$ cat src/rtl/pipe_pkg.sv
`default_nettype none
// ============================================================================
// pipe_pkg: shared defaults, state encoding and occupancy type for the
// elastic pipeline stage.  Revision: 1.0
// ============================================================================
package pipe_pkg;

  localparam logic [31:0] PIPE_PC_RST = 32'h0000_3008;
  localparam logic [31:0] PIPE_NOP    = 32'h0000_0000;

  // Encoding doubles as the occupancy count.
  typedef enum logic [1:0] {
    EMPTY = 2'd0,
    ONE   = 2'd1,
    TWO   = 2'd2
  } pipe_state_e;

  typedef logic [1:0] pipe_occ_t;

endpackage
`default_nettype wire

$ cat src/rtl/pipe_slot.sv
`default_nettype none
// ============================================================================
// pipe_slot: one instr/pc8/data register slot with load and clear-to-bubble.
// Revision: 1.0
// ============================================================================
module pipe_slot #(
  parameter int          DATA_W       = 64,
  parameter logic [31:0] PC_RST       = 32'h0000_3008,
  parameter logic [31:0] BUBBLE_INSTR = 32'h0000_0000
) (
  input  logic              clk,
  input  logic              reset,
  input  logic              load,
  input  logic              bubble,
  input  logic              bubblePc,
  input  logic [31:0]       dInstr,
  input  logic [31:0]       dPc8,
  input  logic [DATA_W-1:0] dData,
  output logic [31:0]       qInstr,
  output logic [31:0]       qPc8,
  output logic [DATA_W-1:0] qData
);

  logic [31:0]       r_instr;
  logic [31:0]       r_pc8;
  logic [DATA_W-1:0] r_data;

  // Bubbling keeps pc8 unless bubblePc asks for the squashed slot's PC.
  always_ff @(posedge clk) begin
    if (reset) begin
      r_instr <= BUBBLE_INSTR;
      r_pc8   <= PC_RST;
      r_data  <= '0;
    end else if (bubble) begin
      r_instr <= BUBBLE_INSTR;
      r_data  <= '0;
      if (bubblePc) r_pc8 <= dPc8;
    end else if (load) begin
      r_instr <= dInstr;
      r_pc8   <= dPc8;
      r_data  <= dData;
    end
  end

  assign qInstr = r_instr;
  assign qPc8   = r_pc8;
  assign qData  = r_data;

endmodule
`default_nettype wire

$ cat src/rtl/pipe_stage_elastic.sv
`default_nettype none
// ============================================================================
// pipe_stage_elastic: valid/ready pipeline register with flush-to-bubble.
// Define PIPE_SKID_EN for a two-entry skid build with registered in_ready.
// Revision: 1.0
// ============================================================================
module pipe_stage_elastic
  import pipe_pkg::*;
#(
  parameter int          DATA_W       = 64,
  parameter logic [31:0] PC_RST       = PIPE_PC_RST,
  parameter logic [31:0] BUBBLE_INSTR = PIPE_NOP
) (
  input  logic              clk,
  input  logic              reset,
  input  logic              flush,
  input  logic              in_valid,
  output logic              in_ready,
  input  logic [31:0]       in_instr,
  input  logic [31:0]       in_pc8,
  input  logic [DATA_W-1:0] in_data,
  output logic              out_valid,
  input  logic              out_ready,
  output logic [31:0]       out_instr,
  output logic [31:0]       out_pc8,
  output logic [DATA_W-1:0] out_data,
  output logic [1:0]        occupancy
);

  pipe_state_e       r_state;
  pipe_state_e       w_nextState;
  logic              r_outValid;
  logic              w_inReady;
  logic              w_inFire;
  logic              w_outFire;
  logic              w_headLoad;
  logic              w_headBubble;
  logic              w_headBubblePc;
  logic [31:0]       w_headInstr;
  logic [31:0]       w_headPc8;
  logic [DATA_W-1:0] w_headData;

  assign w_inFire  = in_valid & w_inReady;
  assign w_outFire = r_outValid & out_ready;

  always_ff @(posedge clk) begin
    if (reset) begin
      r_state    <= EMPTY;
      r_outValid <= 1'b0;
    end else begin
      r_state    <= w_nextState;
      r_outValid <= (w_nextState != EMPTY);
    end
  end

  always_comb begin
    w_nextState = r_state;
    if (flush) begin
      w_nextState = EMPTY;
    end else begin
      case (r_state)
        EMPTY: if (w_inFire) w_nextState = ONE;
        ONE: begin
          if (w_outFire && !w_inFire) w_nextState = EMPTY;
`ifdef PIPE_SKID_EN
          else if (w_inFire && !w_outFire) w_nextState = TWO;
`endif
        end
        TWO:     if (w_outFire) w_nextState = ONE;
        default: w_nextState = EMPTY;
      endcase
    end
  end

`ifdef PIPE_SKID_EN
  logic              r_inReady;
  logic              w_headFromSkid;
  logic              w_skidLoad;
  logic              w_skidBubble;
  logic [31:0]       w_skidInstr;
  logic [31:0]       w_skidPc8;
  logic [DATA_W-1:0] w_skidData;

  always_ff @(posedge clk) begin
    if (reset) r_inReady <= 1'b1;
    else       r_inReady <= (w_nextState != TWO);
  end
  assign w_inReady = r_inReady;
`else
  assign w_inReady = !r_outValid | out_ready;
`endif

  always_comb begin
    w_headLoad     = 1'b0;
    w_headBubble   = 1'b0;
    w_headBubblePc = 1'b0;
`ifdef PIPE_SKID_EN
    w_headFromSkid = 1'b0;
    w_skidLoad     = 1'b0;
    w_skidBubble   = 1'b0;
`endif
    if (flush) begin
      w_headBubble   = 1'b1;
      w_headBubblePc = 1'b1;
`ifdef PIPE_SKID_EN
      w_skidBubble   = 1'b1;
`endif
    end else begin
      case (r_state)
        EMPTY: w_headLoad = w_inFire;
        ONE: begin
          if (w_inFire && w_outFire) w_headLoad = 1'b1;
`ifdef PIPE_SKID_EN
          else if (w_inFire)         w_skidLoad = 1'b1;
`endif
          else if (w_outFire)        w_headBubble = 1'b1;
        end
        TWO: begin
`ifdef PIPE_SKID_EN
          if (w_outFire) begin
            w_headLoad     = 1'b1;
            w_headFromSkid = 1'b1;
            w_skidBubble   = 1'b1;
          end
`endif
        end
        default: w_headLoad = 1'b0;
      endcase
    end
  end

`ifdef PIPE_SKID_EN
  assign w_headInstr = w_headFromSkid ? w_skidInstr : in_instr;
  assign w_headPc8   = w_headFromSkid ? w_skidPc8   : in_pc8;
  assign w_headData  = w_headFromSkid ? w_skidData  : in_data;

  pipe_slot #(
    .DATA_W(DATA_W), .PC_RST(PC_RST), .BUBBLE_INSTR(BUBBLE_INSTR)
  ) uSkid (
    .clk(clk), .reset(reset), .load(w_skidLoad), .bubble(w_skidBubble),
    .bubblePc(1'b0), .dInstr(in_instr), .dPc8(in_pc8), .dData(in_data),
    .qInstr(w_skidInstr), .qPc8(w_skidPc8), .qData(w_skidData)
  );
`else
  assign w_headInstr = in_instr;
  assign w_headPc8   = in_pc8;
  assign w_headData  = in_data;
`endif

  pipe_slot #(
    .DATA_W(DATA_W), .PC_RST(PC_RST), .BUBBLE_INSTR(BUBBLE_INSTR)
  ) uHead (
    .clk(clk), .reset(reset), .load(w_headLoad), .bubble(w_headBubble),
    .bubblePc(w_headBubblePc), .dInstr(w_headInstr), .dPc8(w_headPc8),
    .dData(w_headData), .qInstr(out_instr), .qPc8(out_pc8), .qData(out_data)
  );

  assign in_ready  = w_inReady;
  assign out_valid = r_outValid;
  assign occupancy = pipe_occ_t'(r_state);

endmodule
`default_nettype wire

$ cat config.mk
export PLATFORM = sky130hd
export DESIGN_NAME = pipe_stage_elastic
export DESIGN_NICKNAME = d
export VERILOG_FILES = /design/src/rtl/pipe_pkg.sv /design/src/rtl/pipe_slot.sv /design/src/rtl/pipe_stage_elastic.sv
export SDC_FILE = /design/constraint.sdc
export NUM_CORES = 1
export LEC_CHECK = 0
export ABC_AREA = 1
export CELL_PAD_IN_SITES_DETAIL_PLACEMENT = 0
export CELL_PAD_IN_SITES_GLOBAL_PLACEMENT = 1
export CORE_AREA = 3 3 147 149
export DETAILED_ROUTE_END_ITERATION = 10
export DIE_AREA = 0 0 150 152
export PLACE_DENSITY = 0.77
export SLEW_MARGIN = 20
export SYNTH_ARGS = -nofsm -noshare
export SYNTH_HDL_FRONTEND = slang
export SYNTH_HIERARCHICAL = 1
export SYNTH_SLANG_ARGS = --single-unit
$ cat constraint.sdc
create_clock -name clk -period 1.3 [get_ports clk]
set_clock_uncertainty 0.05 [all_clocks]
set_input_delay 0.195 -clock clk [delete_from_list [all_inputs] [get_ports clk]]
set_output_delay 0.195 -clock clk [all_outputs]
set_load 0.02 [all_outputs]
==> metrics.txt <==
status finished, violations left; failing checks setup timing; Post-DP Area 8140 sq um; die area 22800 sq um; Seq/Total Area, Yosys 53.6%; synth warn 6; top cells by area, synth dfxtp_1 (54%), nand2_1 (18%), a21oi_1 (9.8%); pwr dens ~1200 nW/um^2; I/O Buffers between 200 and 300; share of layout cells above drive strength 1 35.1%; vias in the first global route around 5000; Final WS setup -262 ps; most common cell in the netlist nand2_1; Final ANT Viol Nets 0; Routed WL per cell 15.2 microns; vias post-DR around 5200; Synth Cell Area 4890 sq um; xor/xnor cell area share of the yosys netlist 0%; Pwr Total ~11000 uW; Static Leakage between 0.003 and 0.004 uW; TritonRoute pass-1 iters 4; Starting Density 24.1%; H-tree depth reported by CTS 4; Hold Fails Final Rpt 0; crit path max-delay cell type dfxtp_4; Final setup violation count 128; critical path type reg -> reg; Max Slew Vio Count 0; Cell Rows 52; largest family of logic cells by synthesized area simple AND/OR/NAND/NOR gates; design area ~9200 sq um; flop-to-flop setup slack -260 ps; final wirelength 18700 microns; placer congestion estimate around 0.75; n_diodes 0; nets between 1000 and 1500; Synth Register Bits 131; crit-path cells buf_4 > inv_2 > a31o_4 > buf_6 > o21ai_4 > buf_12 > clkbuf_16 > nor2_1 > nor2_1; Hold Path Depth 3; synthesis-to-layout area growth 88.5%; Crit. End Element flip-flop; Reg2Reg Capture Point uHead/qPc8[17]; first-pass GRT wire length around 27000 microns; Mapped Nets 780; worst r2r src occupancy[1]; Synth cell types 19; # fillers approximately 2100; crit start category flip-flop; DRC 0; Tot GR Track Use 14.8%; asr flop ratio synth 0%; hold_sp in_data[10]; worst hold endpoint uHead/qData[10]; CP arrival 1860 ps; global route overflow 0; worst-skew pair later-pin latency around 400 ps; antenna violations before repair 0; maximum vdd drop 0.000737 V; Synth Instances around 650; Slew Limit Headroom about 83%; max incr delay on CP 350 ps; most frequent cells after synthesis nand2_1 (233), dfxtp_1 (131), a21oi_1 (96); routed vias/inst approximately 4.2; Top cell by count, worst path nor2_1; Core Footprint roughly 20000 sq um; clk buf depth 2; top-area cell type share of the netlist area around 54%; Synth Area in Compound Gates 10.6%; CTS tree done; io pins 265; max-cap viol count 0; Detailed Place HPWL 11900 microns; min cycle time layout 1560 ps; Worst-Margin Slew 258 ps; post-synthesis mux area share 0%; HP Class in -> reg; die height ~150 microns; Yosys top cell by area dfxtp_1; RSZ-0062 raised after global routing true; number of hold buffers added after CTS 0; post-synthesis adder-cell area fraction 0%; Die Width 150 microns; reg2reg path depth 9; root buffer cell clkbuf_16; cts bufs inserted 17; largest net degree at the start of global routing 32; f_max approximately 640 MHz; Post-synth EDFFs 0; clk slew on worst S/H paths 60 ps; Top FF cell, synth dfxtp_1; final core occ 45.4%; Synth Area in Simple Gates 27.5%; fin crit share 120%; CP Data Required Time 1600 ps; DRT iter0 DRCs 202; Avg Cell Area, Syn 7.56 sq um; Crit Path Max Fanout 6; Num Clock Sinks 131
## repair_timing
item / in CTS / in global routing
pin swaps: 50 / 21
setup endpoints to repair: 260 / 206
gates resized for setup: 454 / 155
buffers inserted: 7 / 5
cloned: 5 / 13
## worst max-delay path: cells and delay by family, from the launching register on
kind / cells / cell delay (ps)
flops: 1 / 350
buf+inv: 5 / 560
simple gates: 2 / 120
compound gates: 2 / 400
## worst max-delay path by stage
stage	end	slack, ps	start
global placement	uHead/qData[17]	-660	in_valid
CTS	uHead/qPc8[14]	-260	occupancy[1]
detailed placement	uHead/qData[17]	-680	in_valid
global route	uHead/qPc8[17]	-340	occupancy[1]
finish	uHead/qPc8[17]	-260	occupancy[1]
floorplan	uHead/qPc8[10]	-170	out_valid
## per-layer routing
metal | global-route usage, % | part of all wire (%) | vias to the layer above
met5 | 0 | 0 | -
met4 | 4.49 | 1.5 | 0
met3 | 5.42 | 7.5 | 15
met2 | 25.0 | 50 | 172
met1 | 17.5 | 41 | 2419
li1 | - | - | 2635
## final cells by class
class	count	area, sq um	area share [%]
timing repair buffer	330	3340	36.2
clock inverter	13	110	1.19
sequential	131	2630	28.6
tap	270	338	3.66
multi-input combinational	434	2190	23.8
inverter	39	154	1.67
clock buffer	19	453	4.91
## registers in the layout, indices dropped and copies added (netlist names)
signal and cells:
uHead/qData 64, uHead/qInstr 32, uHead/qPc8 32, occupancy 2, out_valid 1
## kinds of logic (layout without fill, tap and decap cells)
logic type	after synthesis	in the layout
AND/OR/NAND/NOR	335	335
flip-flops	131	131
AO/OA/AOI/OAI	99	99
buffers and inverters	82	401
## metrics by stage
stage          setup TNS [ps]  hold slack (ps)  std cells  setup WS, ps
2_1_floorplan          -13820              258        647          -173
3_3_place_gp           -78080              395       1177          -660
3_5_place_dp           -82390              400       1177          -682
4_1_cts                -23670              267       1221          -259
5_1_grt                -35090              274       1236          -342
6_report               -25100              293       1236          -262
## cell usage in the layout, fill, tap and decap left out, types with 2 or more instances in the layout
| master | count |
|---|---|
| nand2_1 | 189 |
| clkdlybuf4s50_1 | 131 |
| dfxtp_1 | 128 |
| buf_2 | 83 |
| a21oi_1 | 61 |
| nor2_1 | 48 |
| clkdlybuf4s15_2 | 41 |
| nand2_2 | 39 |
| inv_1 | 35 |
| a21oi_2 | 35 |
| nand3_1 | 34 |
| clkbuf_16 | 27 |
| buf_12 | 22 |
| buf_4 | 21 |
| nor2_2 | 13 |
| buf_6 | 12 |
| nand2_4 | 9 |
| clkinv_2 | 6 |
| buf_16 | 5 |
| clkbuf_2 | 4 |
| clkinv_4 | 3 |
| dfxtp_4 | 3 |
| inv_2 | 2 |
| clkbuf_8 | 2 |
| inv_6 | 2 |
| clkinvlp_4 | 2 |
## power breakdown
group	internal, uW	leakage (uW)	switching (uW)
Sequential	4160	0.00107	81.5
Combinational	999	0.00255	893
Clock	2720	0.000279	1840
Total	7880	0.00390	2810
Power figures use the tool's default switching activity.
